<file path="src/rtl/hdb3_encoding_if.sv">
// HDB3 encoder stream interface: serial source bits in, 3-bit symbol codes out.
interface hdb3_encoding_if;
    logic       data_in;
    logic       data_valid;
    logic       flush;
    logic [2:0] encoding_data;
    logic       encoding_instruction;

    // Source side drives bits and drain requests, sees symbols.
    modport master (
        output data_in, data_valid, flush,
        input  encoding_data, encoding_instruction
    );

    // Encoder side.
    modport slave (
        input  data_in, data_valid, flush,
        output encoding_data, encoding_instruction
    );
endinterface

</file>
<file path="src/rtl/hdb3_encoding.sv">
// HDB3 line encoder. A four-stage look-ahead pipeline spots runs of four
// zeros and rewrites them as 000V or B00V depending on pulse parity since the
// last violation. Symbol code: bit2 = polarity (1 = negative), bits[1:0] =
// 00 zero, 01 mark, 10 violation, 11 balancing pulse.
module hdb3_encoding #(
    parameter bit INIT_NEG = 1'b1
) (
    input  logic                clk,
    input  logic                rst,
    hdb3_encoding_if.slave      bus
);

    localparam logic [1:0] TAG_NONE = 2'b00;
    localparam logic [1:0] TAG_V    = 2'b01;
    localparam logic [1:0] TAG_B    = 2'b10;

    // Stage 0 is the newest bit, stage 3 the oldest (next to be emitted).
    logic [3:0]      dat_q, dat_d;
    logic [3:0]      vld_q, vld_d;
    logic [3:0][1:0] tag_q, tag_d;
    logic            last_pol_q, last_pol_d;   // polarity of last pulse, 1 = negative
    logic            parity_q, parity_d;       // 1 = odd pulse count since last V
    logic [2:0]      enc_data_q, enc_data_d;
    logic            enc_instr_q, enc_instr_d;

    logic advance;
    logic zero_run;

    assign advance = bus.data_valid | bus.flush;

    // Three buffered untagged zeros plus an incoming zero make a run of four.
    assign zero_run = bus.data_valid && !bus.data_in
                   && (&vld_q[2:0]) && !(|dat_q[2:0])
                   && (tag_q[2] == TAG_NONE) && (tag_q[1] == TAG_NONE)
                   && (tag_q[0] == TAG_NONE);

    // Next-state: emission from stage 3, shift, and zero-run substitution.
    always_comb begin
        // NOTE: every variable gets a default first so no path leaves it unassigned (no latches).
        dat_d       = dat_q;
        vld_d       = vld_q;
        tag_d       = tag_q;
        last_pol_d  = last_pol_q;
        parity_d    = parity_q;
        enc_data_d  = 3'b000;
        enc_instr_d = 1'b0;

        if (advance) begin
            if (vld_q[3]) begin
                enc_instr_d = 1'b1;
                case (tag_q[3])
                    TAG_V: begin
                        enc_data_d = {last_pol_q, 2'b10};
                        parity_d   = 1'b0;
                    end
                    TAG_B: begin
                        enc_data_d = {~last_pol_q, 2'b11};
                        last_pol_d = ~last_pol_q;
                        parity_d   = ~parity_q;
                    end
                    default: begin
                        if (dat_q[3]) begin
                            enc_data_d = {~last_pol_q, 2'b01};
                            last_pol_d = ~last_pol_q;
                            parity_d   = ~parity_q;
                        end
                    end
                endcase
            end

            // Flush bubbles enter with valid low and a clean zero data bit.
            dat_d = {dat_q[2:0], bus.data_in & bus.data_valid};
            vld_d = {vld_q[2:0], bus.data_valid};
            tag_d = {tag_q[2:0], TAG_NONE};

            // Parity here already reflects this cycle's emission.
            if (zero_run) begin
                tag_d[0] = TAG_V;
                if (!parity_d) begin
                    tag_d[3] = TAG_B;
                end
            end
        end
    end

    // State and registered outputs, synchronous active-low reset.
    always_ff @(posedge clk) begin
        // NOTE: sequential state uses non-blocking assignments only.
        if (!rst) begin
            dat_q       <= '0;
            vld_q       <= '0;
            tag_q       <= '0;
            last_pol_q  <= INIT_NEG;
            parity_q    <= 1'b0;
            enc_data_q  <= 3'b000;
            enc_instr_q <= 1'b0;
        end else begin
            dat_q       <= dat_d;
            vld_q       <= vld_d;
            tag_q       <= tag_d;
            last_pol_q  <= last_pol_d;
            parity_q    <= parity_d;
            enc_data_q  <= enc_data_d;
            enc_instr_q <= enc_instr_d;
        end
    end

    assign bus.encoding_data        = enc_data_q;
    assign bus.encoding_instruction = enc_instr_q;

endmodule
</file>
<file path="src/flat_wrapper.sv">
// flat-port wrapper written by rule: the top's interface ports become plain ports
module hdb3_encoding_flat 
#(
    parameter bit INIT_NEG = 1'b1
)
  (clk, rst, bus_data_in, bus_data_valid, bus_flush, bus_encoding_data, bus_encoding_instruction);
  hdb3_encoding_if bus_i ();
  input  logic clk;
  input  logic rst;
  input wire logic [$bits(bus_i.data_in)-1:0] bus_data_in;
  input wire logic [$bits(bus_i.data_valid)-1:0] bus_data_valid;
  input wire logic [$bits(bus_i.flush)-1:0] bus_flush;
  output wire logic [$bits(bus_i.encoding_data)-1:0] bus_encoding_data;
  output wire logic [$bits(bus_i.encoding_instruction)-1:0] bus_encoding_instruction;
  assign bus_i.data_in = bus_data_in;
  assign bus_i.data_valid = bus_data_valid;
  assign bus_i.flush = bus_flush;
  assign bus_encoding_data = bus_i.encoding_data;
  assign bus_encoding_instruction = bus_i.encoding_instruction;
  hdb3_encoding #(.INIT_NEG(INIT_NEG)) u_core (.clk(clk), .rst(rst), .bus(bus_i));
endmodule
</file>
<file path="config.mk">
export PLATFORM = sky130hd
export DESIGN_NAME = hdb3_encoding_flat
export DESIGN_NICKNAME = d
export VERILOG_FILES = /design/src/rtl/hdb3_encoding_if.sv /design/src/rtl/hdb3_encoding.sv /design/src/flat_wrapper.sv
export SDC_FILE = /design/constraint.sdc
export NUM_CORES = 1
export LEC_CHECK = 0
export CAP_MARGIN = 15
export CORE_MARGIN = 4
export CORE_UTILIZATION = 52
export CTS_CLUSTER_DIAMETER = 100
export DETAILED_ROUTE_END_ITERATION = 7
export PLACE_DENSITY = 0.73
export SYNTH_ARGS = -nofsm -noshare
export SYNTH_HDL_FRONTEND = slang
export SYNTH_SLANG_ARGS = --single-unit
</file>
<file path="constraint.sdc">
create_clock -name clk -period 1.6 [get_ports clk]
set_input_delay 0.16 -clock clk [delete_from_list [all_inputs] [get_ports clk]]
set_output_delay 0.16 -clock clk [all_outputs]
set_load 0.05 [all_outputs]
</file>
==> results.txt <==
Crit Path Class = register to register
Post-route ant nets = 0
CP Launch Type = register
FMAX = 0.666 GHz
Distinct cells, synth = 28
Synth Register Bits = 19
I/O pin count = 9
Setup violators final = 0
Tcrit/Tclk final = 93.9%
Largest area contributor in the netlist = dfxtp_1
Sequential-to-total area share from yosys stat = 48.5%
Final WL = 1.37 mm
Initial core utilization = 57.4%
RSZ-0062 raised after global routing = no
Syn_nets = 94
Crit path from = u_core.tag_q[6]$_SDFFE_PN0N_
Worst slew margin = 66.6%
Non-Filler Instances = 116
CTS HTree Levels = 1
Largest family of logic cells by synthesized area = simple AND/OR/NAND/NOR gates
Synth Warn # = 0
CTS Sinks = 19
Gr usage total = 15.7%
Bufs on Longest Clock Path = 2
Final-report hold violation count = 0
Largest cells by area after synthesis = dfxtp_1, nand2_1, a21boi_1
DR iter-0 viols = 8
Post-CTS setup buffers = 0
Post-Syn Instances = 87
Worst-skew pair later-pin latency = 0.30 ns
Initial antenna violation count = 0
Row count = 13
Post-Synth XOR/XNOR Area = 1.12%
Grt total ovfl = 0
End of the critical path = u_core.tag_q[7]$_SDFFE_PN0N_
CTS tree = built
Clock transition at path regs = 0.11 ns
Top cell type's share of synthesized area = 48.5%
Status = completed
Post-synthesis adder-cell area fraction = 3.19%
Crit path required time = 1.84 ns
Max-cap violations = 0
Core area = 1370 um^2
Final Wtd Congestion = 0.779
Global-route wire length before repair = 2.41 mm
DR vias/cell = 5.30
CTS Buf Count = 3
Post-synthesis simple-gate area fraction = 26.2%
Cells after DPL = 112
Synth Cell Area = 785 um^2
PortBufs = 8
Total iterations of the first detailed-routing run = 5
Worst Tran Pin Value = 0.500 ns
VDD IR max = 0.496 mV
Layout cells sized above 1 = 16.8%
P per Cell Area = 821 nW/um^2
Tmin final = 1.50 ns
Worst-path maximum fanout = 3
Hold Path Class = register to register
Wirelength per Cell = 11.8 um
Net count reported at finish = 109
Arr. time, crit path = 1.75 ns
Die W = 46.8 um
Post-DP HPWL = 1.03 mm
Area Growth Syn to Fin = 23.1%
Total negative setup slack = 0 ns
Root Buffer = clkbuf_4
Final core occ = 70.7%
Reg2reg end = u_core.tag_q[7]$_SDFFE_PN0N_
Final Max Slew Viols = 0
Die Y-Extent = 46.8 um
DRC = 0
Reg2Reg Launch Point = u_core.tag_q[6]$_SDFFE_PN0N_
Total power = 0.793 mW
Reg-to-reg slack, setup = 0.1 ns
Tightest hold margin = 0.473 ns
Largest net degree at the start of global routing = 13
Final setup skew = 0.00216 ns
Synth Area per Inst = 9.02 um^2
Endpoint class of the critical path = register
Reg2reg path depth = 6
DR vias = 615
Mux cell area share after synthesis = 1.28%
Vias in the first global route = 558
Most frequent cells in the layout = nand2_1, dfxtp_1, a21boi_1
Compound-cell area share of the yosys netlist = 16.1%
Die ar. = 2190 um^2
Pleak = 0.405 nW
Commonest non-fill, non-tap cell in the layout = nand2_1
Antenna cells = 0
layer usage:
metal / share of wire [%] / routed length (um) / track usage (%)
met1: 49 / 666 / 20.4
met2: 45 / 618 / 24.1
met5: 0 / 0 / 0
met3: 4.5 / 61 / 3.45
met4: 1.7 / 23 / 8.29
area by class of cell:
cell class	count	area, um^2
multi-input cells	61	402
inverters	4	15.0
fillers	112	400
clock buffers	3	22.5
well taps	15	18.8
flip-flops and latches	19	380
clock inverters	1	5.00
repair buffers	13	123
flip-flops by register name, indices dropped and copies added (netlist names):
register	count
u_core.tag_q	5
u_core.dat_q	4
u_core.vld_q	4
u_core.bus.encoding_data	3
u_core.bus.encoding_instruction	1
u_core.last_pol_q	1
u_core.parity_q	1
timing repair:
action                                 CTS  global route
hold buffers                             0             0
setup endpoints to repair                0             6
resized for setup                        0             7
endpoints found under the hold margin    0             0
worst max-delay path, stage by stage, from the launching register on:
cell      delay (ns)
dfxtp_1         0.37
inv_1           0.08
ha_4            0.28
mux2i_2         0.25
nor3b_2         0.08
a211o_1         0.28
a21boi_2        0.11
metrics by stage:
stage | setup WS [ns] | instance area, um^2
floorplan | 0.120 | 785
global placement | 0.126 | 905
detailed placement | 0.0722 | 905
CTS | 0.00889 | 932
global route | 0.0308 | 966
finish | 0.0982 | 966
how the worst min path moves through the flow:
stage                                       startpoint                            to  slack (ns)  cells past startpoint
after global placement    u_core.vld_q[0]$_SDFFE_PN0N_  u_core.vld_q[1]$_SDFFE_PN0N_        0.45                      2
final                     u_core.dat_q[1]$_SDFFE_PN0N_  u_core.dat_q[1]$_SDFFE_PN0N_        0.47                      2
after detailed placement  u_core.tag_q[4]$_SDFFE_PN0N_  u_core.tag_q[4]$_SDFFE_PN0N_        0.46                      2
after CTS                 u_core.tag_q[2]$_SDFFE_PN0N_  u_core.tag_q[2]$_SDFFE_PN0N_        0.48                      2
after global routing      u_core.dat_q[1]$_SDFFE_PN0N_  u_core.dat_q[1]$_SDFFE_PN0N_        0.51                      2
after floorplan                         bus_data_valid  u_core.vld_q[0]$_SDFFE_PN0N_        0.28                      1
power breakdown:
group,internal (mW),leakage [nW],switching (mW)
Clock,0.0932,0.0177,0.153
Sequential,0.482,0.154,0.00735
Combinational,0.0311,0.233,0.0269
Total,0.606,0.405,0.187
logic make-up after synthesis:
group / Yosys count
AOI/OAI and AO/OA: 17
buffers and inverters: 7
and+or+nand+nor: 40
adders and majority gates: 2
DFF: 19
muxes: 1
xor gates and xnor gates: 1
synth_stat cells (all sizes together):
cell type and number:
a211o 1, a211oi 1, a21boi 11, a21oi 1, a31oi 1, and3b 1, and4bb 1, buf 2
clkbuf 1, dfxtp 19, ha 2, inv 4, mux2i 1, nand2 21, nand3 1, nand4 1
nor2 7, nor2b 2, nor3b 3, nor4 1, nor4b 1, o21a 1, o21ai 1, or2 1
xnor2 1
Note: power is estimated with default switching activity, not from simulation.
